### src/rtl/fpu_pkg.sv
// Shared constants, state encoding and payload types for the FPU operation port.
package fpu_pkg;

    localparam int unsigned FP_W  = 32;
    localparam int unsigned SEL_W = 2;
    localparam int unsigned SEQ_W = 8;

    localparam logic [SEL_W-1:0] SEL_ADD = 2'b00;
    localparam logic [SEL_W-1:0] SEL_SUB = 2'b01;
    localparam logic [SEL_W-1:0] SEL_MUL = 2'b10;
    localparam logic [SEL_W-1:0] SEL_DIV = 2'b11;

    typedef enum logic [1:0] {
        IDLE  = 2'd0,
        ISSUE = 2'd1,
        WAIT  = 2'd2,
        RESP  = 2'd3
    } issuer_state_t;

    typedef struct packed {
        logic [FP_W-1:0]  a;
        logic [FP_W-1:0]  b;
        logic [SEL_W-1:0] sel;
        logic             round;
    } fpu_cmd_t;

    typedef struct packed {
        logic [FP_W-1:0]  y;
        logic             overflow;
        logic             error;
        logic [SEQ_W-1:0] seq;
    } fpu_rsp_t;

endpackage

### src/rtl/fpu_op_issuer_sat_counter.sv
// Saturating up-counter: increments by one when enabled, sticks at all-ones.
module sat_counter #(
    parameter int unsigned W = 16
) (
    input  logic         clk,
    input  logic         rst_n,
    input  logic         en,
    output logic [W-1:0] count
);

    always_ff @(posedge clk) begin
        if (!rst_n) begin
            count <= '0;
        end else if (en && (count != {W{1'b1}})) begin
            count <= count + W'(1);
        end
    end

endmodule

### src/rtl/fpu_op_issuer.sv
// Host-side issuer: accepts one command, pulses the FPU start, waits a fixed
// latency, then holds the captured result as a valid/ready response.
module fpu_op_issuer
    import fpu_pkg::*;
#(
    parameter int unsigned LATENCY = 8,
    parameter int unsigned CNT_W   = 16
) (
    input  logic               Clock,
    input  logic               Reset,
    input  logic               cmd_valid,
    output logic               cmd_ready,
    input  logic [FP_W-1:0]    cmd_a,
    input  logic [FP_W-1:0]    cmd_b,
    input  logic [SEL_W-1:0]   cmd_sel,
    input  logic               cmd_round,
    output logic [FP_W-1:0]    fpu_A,
    output logic [FP_W-1:0]    fpu_B,
    output logic [SEL_W-1:0]   fpu_Sel,
    output logic               fpu_round,
    output logic               fpu_start,
    input  logic [FP_W-1:0]    fpu_Y,
    input  logic               fpu_Overflow,
    input  logic               fpu_Error,
    output logic               rsp_valid,
    input  logic               rsp_ready,
    output logic [FP_W-1:0]    rsp_y,
    output logic               rsp_overflow,
    output logic               rsp_error,
    output logic [SEQ_W-1:0]   rsp_seq,
    output logic [CNT_W-1:0]   op_count,
    output logic [CNT_W-1:0]   ovf_count,
    output logic [CNT_W-1:0]   err_count
);

    localparam int unsigned       WCNT_W    = $clog2(LATENCY + 1);
    localparam logic [WCNT_W-1:0] WAIT_LAST = WCNT_W'(LATENCY - 1);

    issuer_state_t     state;
    issuer_state_t     state_next;
    logic [WCNT_W-1:0] wait_cnt;
    logic [SEQ_W-1:0]  seq;
    logic [SEQ_W-1:0]  seq_cur;
    fpu_cmd_t          op_q;
    fpu_rsp_t          rsp_q;
    logic              accept;
    logic              capture;
    logic              rsp_done;

    // Handshakes qualify on the registered flags so nothing fires in the reset-release cycle.
    assign accept   = cmd_valid & cmd_ready;
    assign rsp_done = rsp_valid & rsp_ready;
    assign capture  = (state == WAIT) && (wait_cnt == WAIT_LAST);

    always_ff @(posedge Clock) begin
        if (!Reset) begin
            state <= IDLE;
        end else begin
            state <= state_next;
        end
    end

    always_comb begin
        state_next = state;
        unique case (state)
            IDLE:    if (accept)   state_next = ISSUE;
            ISSUE:                 state_next = WAIT;
            WAIT:    if (capture)  state_next = RESP;
            RESP:    if (rsp_done) state_next = IDLE;
            default:               state_next = IDLE;
        endcase
    end

    // Handshake flags and start pulse are registered decodes of the next state.
    always_ff @(posedge Clock) begin
        if (!Reset) begin
            cmd_ready <= 1'b0;
            fpu_start <= 1'b0;
            rsp_valid <= 1'b0;
        end else begin
            cmd_ready <= (state_next == IDLE);
            fpu_start <= (state_next == ISSUE);
            rsp_valid <= (state_next == RESP);
        end
    end

    // Counts WAIT cycles; reaches LATENCY on the capture edge.
    always_ff @(posedge Clock) begin
        if (!Reset) begin
            wait_cnt <= '0;
        end else if (accept) begin
            wait_cnt <= '0;
        end else if (state == WAIT) begin
            wait_cnt <= wait_cnt + WCNT_W'(1);
        end
    end

    always_ff @(posedge Clock) begin
        if (!Reset) begin
            op_q    <= '0;
            seq     <= '0;
            seq_cur <= '0;
        end else if (accept) begin
            op_q    <= fpu_cmd_t'{a: cmd_a, b: cmd_b, sel: cmd_sel, round: cmd_round};
            seq_cur <= seq;
            seq     <= seq + SEQ_W'(1);
        end
    end

    always_ff @(posedge Clock) begin
        if (!Reset) begin
            rsp_q <= '0;
        end else if (capture) begin
            rsp_q <= fpu_rsp_t'{y: fpu_Y, overflow: fpu_Overflow, error: fpu_Error, seq: seq_cur};
        end
    end

    assign fpu_A        = op_q.a;
    assign fpu_B        = op_q.b;
    assign fpu_Sel      = op_q.sel;
    assign fpu_round    = op_q.round;
    assign rsp_y        = rsp_q.y;
    assign rsp_overflow = rsp_q.overflow;
    assign rsp_error    = rsp_q.error;
    assign rsp_seq      = rsp_q.seq;

    sat_counter #(.W(CNT_W)) u_op_cnt (
        .clk   (Clock),
        .rst_n (Reset),
        .en    (rsp_done),
        .count (op_count)
    );

    sat_counter #(.W(CNT_W)) u_ovf_cnt (
        .clk   (Clock),
        .rst_n (Reset),
        .en    (rsp_done & rsp_q.overflow),
        .count (ovf_count)
    );

    sat_counter #(.W(CNT_W)) u_err_cnt (
        .clk   (Clock),
        .rst_n (Reset),
        .en    (rsp_done & rsp_q.error),
        .count (err_count)
    );

endmodule

### config.mk
export PLATFORM = sky130hd
export DESIGN_NAME = fpu_op_issuer
export DESIGN_NICKNAME = d
export VERILOG_FILES = /design/src/rtl/fpu_pkg.sv /design/src/rtl/fpu_op_issuer_sat_counter.sv /design/src/rtl/fpu_op_issuer.sv
export SDC_FILE = /design/constraint.sdc
export NUM_CORES = 1
export LEC_CHECK = 0
export CORE_AREA = 2 2 160 162
export CTS_BUF_LIST = sky130_fd_sc_hd__clkbuf_4 sky130_fd_sc_hd__clkbuf_8
export CTS_CLUSTER_SIZE = 8
export DETAILED_ROUTE_END_ITERATION = 8
export DIE_AREA = 0 0 162 164
export PLACE_DENSITY = 0.53
export SLEW_MARGIN = 20
export SYNTH_ARGS = -nofsm -noshare
export SYNTH_HDL_FRONTEND = slang
export SYNTH_HIERARCHICAL = 1
export SYNTH_SLANG_ARGS = --single-unit
### constraint.sdc
create_clock -name Clock -period 2.8 [get_ports Clock]
set_clock_uncertainty 0.2 [all_clocks]
set_input_delay 0.56 -clock Clock [delete_from_list [all_inputs] [get_ports Clock]]
set_output_delay 0.56 -clock Clock [all_outputs]
set_load 0.02 [all_outputs]
==> results.sh, run 1 <==
export IMPL_die_x_um=162
export IMPL_grt_ovfl_total=0
export IMPL_yosysUniqueCellTypes=40
export IMPL_dp_cells=1451
export IMPL_critPathKind="register to output pin"
export IMPL_yosys_most_used_dff="dfxtp_1"
export IMPL_ctsHoldBuffers=0
export IMPL_clock_latency_ps=460
export IMPL_post_synth_cell_area_avg_um2=8.26
export IMPL_min_path_type="register to register"
export IMPL_ctsHtreeMaxLevel=4
export IMPL_path_cells="clkdlybuf4s50_1"
export IMPL_synth_edff_count=0
export IMPL_cpMaxStageDelayCell="clkdlybuf4s50_1"
export IMPL_run_status="completed"
export IMPL_drtIter0Drc=501
export IMPL_routabilityCongestion=0.761
export IMPL_setup_viol=0
export IMPL_drive_gt1_share_pct=5.46
export IMPL_p_seq_share_pct=51.6
export IMPL_grt_max_degree=86
export IMPL_via_count=7188
export IMPL_slew_headroom_pct=60.0
export IMPL_end_kind="output pin"
export IMPL_worst_pin_slew_ps=592
export IMPL_wl_per_cell_um=15.1
export IMPL_syn2layout_area_growth_pct=46.3
export IMPL_num_nets_final=1250
export IMPL_worst_slack_ps=405
export IMPL_drcViolationCount=0
export IMPL_rows=58
export IMPL_worstPathMaxFanout=7
export IMPL_die_area_mm2=0.0266
export IMPL_syn_nets=1004
export IMPL_swShare_pct=26.2
export IMPL_fin_cells=1483
export IMPL_rrSetupSlack_ps=850
export IMPL_finalHoldViolations=0
export IMPL_power_internal_mw=3.83
export IMPL_antenna_found_initial=0
export IMPL_power_frac_clock_pct=38.6
export IMPL_viasPerCell=4.85
export IMPL_critPathBufInv=1
export IMPL_pwr_share_comb_pct=9.8
export IMPL_hpwl_mm=15.0
export IMPL_synth_async_reset_ratio_pct=0
export IMPL_switchingPower_mw=1.36
export IMPL_grt_pass1_wl_mm=35.0
export IMPL_cts_made_buffers=17
export IMPL_max_freq_mhz=417
export IMPL_clock_sinks=182
export IMPL_peakVddDrop_v=0.000301
export IMPL_portBuffers=264
export IMPL_layout_common_cells="264 x clkdlybuf4s50_1, 193 x nand2_1, 182 x dfxtp_1"
export IMPL_synth_seq_area_share_pct=49.4
export IMPL_max_stage_delay_ps=670
export IMPL_cts_buffer_depth=2
export IMPL_layout_commonest_cell="clkdlybuf4s50_1"
export IMPL_drv_slew=0
export IMPL_p_per_area_mw_per_mm2=480
export IMPL_grt_pass1_vias=6564
export IMPL_cap_violations=0
export IMPL_required_ps=2040
export IMPL_start_util_pct=29.7
export IMPL_cp_top_family="buffers and inverters"
export IMPL_die_h_um=164
export IMPL_coreArea_mm2=0.0248
export IMPL_critPathLaunchType="register"
export IMPL_diodes=0
export IMPL_fin_crit_sh_pct=85.5
export IMPL_cts_root_buf="clkbuf_8"
export IMPL_post_place_ws_ps=173
export IMPL_ant_nets=0
export IMPL_critPathArrivalTime_ps=1640
export IMPL_total_power_mw=5.19
export IMPL_track_usage_pct=16.3
export IMPL_drtPass1Iterations=6
export IMPL_synth_warnings=6
export IMPL_fillers=2505
export IMPL_p_leak_nw=3.54
export IMPL_cts_tree="done"
export IMPL_post_cts_setup_buffers=0
export IMPL_syn_instance_count=894
export IMPL_wirelength_mm=22.4
export IMPL_clkTransAtPathRegs_ps=110
export IMPL_cts_resized=0
export IMPL_synth_seq_cells=182
export IMPL_io_pins=265
export IMPL_rsz0062_at_grt="no"
export IMPL_period_needed_ps=2400
export IMPL_syn_area_mm2=0.00738
export IMPL_setup_tns_ps=0
worst min-delay path, cell delays in order (launching register included):
cell and delay [ps]:
dfxtp_1 320, nand2_1 50, a21oi_1 50
Yosys cell counts, types with 2 or more instances:
library cell  number  area [µm²]
dfxtp_1          182        3640
or3_4              3        33.8
buf_1              3        11.3
buf_2              8        40.0
nor2_1            22        82.6
and4_1             9        78.8
nand3_1           64         320
o211a_1            3        30.0
nor2b_1            2        12.5
nor3b_1            4        30.0
xnor2_1            5        43.8
buf_4              9        67.6
o31ai_1           16         120
o311ai_0           3        26.3
nand3b_1           5        37.5
nor3_1             6        30.0
clkbuf_1          31         116
xor2_1             5        43.8
nor4_2             3        37.5
nor4bb_1           3        30.0
nand4_1           12        75.1
clkbuf_2           4        20.0
ha_1               5        62.6
o41ai_1            3        26.3
o211ai_1           3        22.5
nand2_1          194         728
or3_1              9        56.3
and3_1             2        12.5
nand2b_1           9        56.3
a21oi_1          151         756
inv_1             14        52.6
nand4_4            3        63.8
mux2i_1           12         120
or4_1             16         120
nor4_1            10        62.6
o21ai_0           57         285
routing by layer:
metal  GRT usage, %  share of wire (%)  up-vias
met3           5.68                6.6       12
met2           26.7                 49      189
met5              0                  0        -
met4           3.74                1.0        0
li1               -                  -     3630
met1           20.7                 44     3357
power by group through the flow:
stage | Clock (mW) | Sequential, mW | Combinational [mW]
after floorplan | 0 | 2.79 | 0.148
after global placement | 0 | 2.73 | 0.516
after detailed placement | 0 | 2.73 | 0.516
after CTS | 2.09 | 2.68 | 0.518
after global routing | 2.19 | 2.68 | 0.554
final | 2.00 | 2.67 | 0.508
final timing paths:
| kind | startpoint | to | cells past startpoint |
|---|---|---|---|
| setup reg to reg | rsp_overflow$_SDFFE_PN0P_ | u_ovf_cnt/count[13]$_SDFFE_PN0P_ | 4 |
| hold / removal | fpu_A[17]$_SDFFE_PN0P_ | fpu_A[17]$_SDFFE_PN0P_ | 2 |
| setup / recovery | u_op_cnt/count[5]$_SDFFE_PN0P_ | op_count[5] | 1 |
| hold reg to reg | fpu_A[17]$_SDFFE_PN0P_ | fpu_A[17]$_SDFFE_PN0P_ | 2 |
metrics by stage:
| step | util [%] | hold slack, ps | area [µm²] |
|---|---|---|---|
| floorplan | - | 237 | 7380 |
| global placement | 41.7 | 241 | 10300 |
| detailed placement | 41.7 | 246 | 10300 |
| CTS | 43.5 | 260 | 10800 |
| global route | 43.5 | 275 | 10800 |
| finish | 43.5 | 257 | 10800 |
state kept, by name (all words and copies together) (netlist names), 2 cells and up:
register         count
fpu_A               32
fpu_B               32
fpu_Sel              2
rsp_seq              8
rsp_y               32
seq                  8
seq_cur              8
state                2
u_err_cnt/count     16
u_op_cnt/count      16
u_ovf_cnt/count     16
wait_cnt             4
logic make-up after synthesis:
group | after synthesis | synth area share [%]
simple gates | 378 | 25.5
compound gates | 237 | 17.2
fa+ha+maj | 5 | 0.848
xor+xnor | 10 | 1.19
buf+inv | 70 | 4.22
mux | 12 | 1.63
flops | 182 | 49.4
layout make-up:
cell class | count | area [µm²] | share of cell area (%)
clock buffer | 17 | 234 | 2.17
timing repair buffer | 282 | 2800 | 26.0
inverter | 15 | 58.8 | 0.545
clock inverter | 15 | 213 | 1.97
sequential | 182 | 3640 | 33.7
multi-input combinational | 642 | 3430 | 31.8
tap | 330 | 413 | 3.82
(Power assumes the default switching activity.)
==> run 2, diff against run 1 <==
CAP_MARGIN = 20   (was default)
CORE_AREA = 10 10 168 170   (was 2 2 160 162)
DIE_AREA = 0 0 178 180   (was 0 0 162 164)
clock period = 2.25 ns   (was 2.8 ns; I/O delays follow)
==> run 2 against run 1 <==
Against the previous run: worst setup slack lost 340 ps; power grew 20%; critical path depth did not move; worst hold slack improved by 0.53 ps; clock power increased by 11%; combinational power up 30%; die area grew 21%; via count increased by 0.99%; sequential share of layout area is 0.52 points lower; flip-flop and latch count did not move; critical endpoint is now rsp_overflow.
==> results.sh, run 2 (synthesis results as in run 1) <==
export IMPL_run_status="completed"
export IMPL_p_leak_nw=4.07
export IMPL_wirelength_mm=24.7
export IMPL_min_path_type="register to register"
export IMPL_critPathArrivalTime_ps=1540
export IMPL_total_power_mw=6.20
export IMPL_fin_crit_sh_pct=97.2
export IMPL_layout_commonest_cell="clkdlybuf4s50_1"
export IMPL_die_h_um=180
export IMPL_switchingPower_mw=1.70
export IMPL_cap_violations=0
export IMPL_clock_latency_ps=460
export IMPL_drv_slew=0
export IMPL_cpMaxStageDelayCell="clkdlybuf4s50_1"
export IMPL_ctsHtreeMaxLevel=4
export IMPL_pwr_share_comb_pct=10.7
export IMPL_drcViolationCount=0
export IMPL_coreArea_mm2=0.0249
export IMPL_swShare_pct=27.4
export IMPL_dpl_cell_area_mm2=0.0106
export IMPL_clock_sinks=182
export IMPL_diodes=0
export IMPL_io_pins=265
export IMPL_grt_pass1_vias=6806
export IMPL_wl_per_cell_um=16.4
export IMPL_max_stage_delay_ps=640
export IMPL_p_seq_share_pct=53.7
export IMPL_whs_path_depth=2
export IMPL_portBuffers=264
export IMPL_peakVddDrop_v=0.000319
export IMPL_critPathLaunchType="register"
export IMPL_rows=58
export IMPL_setup_tns_ps=0
export IMPL_drive_gt1_share_pct=7.00
export IMPL_r2r_start="u_op_cnt/count[0]$_SDFFE_PN0P_"
export IMPL_layout_common_cells="217 x clkdlybuf4s50_1, 193 x nand2_1, 182 x dfxtp_1"
export IMPL_r2r_end="u_op_cnt/count[9]$_SDFFE_PN0P_"
export IMPL_critPathBufInv=1
export IMPL_drtPass1Iterations=5
export IMPL_cts_buffer_depth=2
export IMPL_fillers=2512
export IMPL_end_kind="output pin"
export IMPL_viasPerCell=4.83
export IMPL_worstRegToRegCells=6
export IMPL_grt_ovfl_total=0
export IMPL_min_to="fpu_B[31]$_SDFFE_PN0P_"
export IMPL_rsz0062_at_grt="no"
export IMPL_ctsHoldBuffers=0
export IMPL_required_ps=1600
export IMPL_num_nets_final=1269
export IMPL_routabilityCongestion=0.787
export IMPL_period_needed_ps=2190
export IMPL_startpoint="rsp_overflow$_SDFFE_PN0P_"
export IMPL_power_frac_clock_pct=35.6
export IMPL_die_x_um=178
export IMPL_cts_resized=31
export IMPL_via_count=7259
export IMPL_fin_cells=1502
export IMPL_cts_tree="done"
export IMPL_cts_made_buffers=17
export IMPL_grt_max_degree=57
export IMPL_min_from="fpu_B[31]$_SDFFE_PN0P_"
export IMPL_antenna_found_initial=0
export IMPL_start_util_pct=29.7
export IMPL_dp_cells=1470
export IMPL_ant_nets=0
export IMPL_worstPathMaxFanout=3
export IMPL_setup_viol=0
export IMPL_max_freq_mhz=457
export IMPL_cts_root_buf="clkbuf_8"
export IMPL_track_usage_pct=14.9
export IMPL_drtIter0Drc=458
export IMPL_power_internal_mw=4.50
export IMPL_finalHoldViolations=0
export IMPL_rrSetupSlack_ps=300
export IMPL_worst_pin_slew_ps=460
export IMPL_hpwl_mm=17.5
export IMPL_path_cells="clkdlybuf4s50_1"
export IMPL_syn2layout_area_growth_pct=48.6
export IMPL_clkTransAtPathRegs_ps=110
export IMPL_slew_headroom_pct=69.0
export IMPL_stdcell_area_mm2=0.0110
export IMPL_cp_top_family="buffers and inverters"
export IMPL_post_cts_setup_buffers=0
export IMPL_grt_pass1_wl_mm=39.0
export IMPL_critPathKind="register to output pin"
export IMPL_p_per_area_mw_per_mm2=565
export IMPL_die_area_mm2=0.0320
## run 2: metal layers
layer  GRT usage [%]  share of wire [%]  up-vias
met3            5.99                8.5       20
met4            3.94                1.4        0
met1            18.2                 43     3370
met2            23.6                 48      188
li1                -                  -     3681
met5               0                  0        -
## run 2: final cells by class
type,instances,area (µm²),area share (%)
Sequential cell,182,3640,33.2
Multi-Input combinational cell,642,3430,31.3
Timing Repair Buffer,301,3030,27.7
Tap cell,330,413,3.76
Clock buffer,19,255,2.33
Clock inverter,13,130,1.19
Inverter,15,58.8,0.536
## run 2: worst max-delay path by stage
stage,endpoint,slack (ps),cells after the start
2_1_floorplan,u_err_cnt/count[15]$_SDFFE_PN0P_,360,6
3_3_place_gp,u_err_cnt/count[6]$_SDFFE_PN0P_,-80,7
3_5_place_dp,u_err_cnt/count[12]$_SDFFE_PN0P_,-110,7
4_1_cts,op_count[11],2,1
5_1_grt,err_count[7],0.4,1
6_report,rsp_overflow,60,1
## run 2: per-stage QoR
step                setup WS [ps]  hold WS [ps]  utilization (%)
finish                       63.7           257             44.1
floorplan                     356           237                -
detailed placement           -106           246             42.5
CTS                          2.46           259             43.9
global route                0.413           271             44.1
global placement            -79.2           241             42.5
## run 2: power groups by stage
stage | registers [mW] | logic [mW] | clock network [mW]
2_1_floorplan | 3.48 | 0.184 | 0
3_3_place_gp | 3.40 | 0.673 | 0
3_5_place_dp | 3.40 | 0.671 | 0
4_1_cts | 3.33 | 0.673 | 2.32
5_1_grt | 3.34 | 0.720 | 2.46
6_report | 3.33 | 0.661 | 2.21
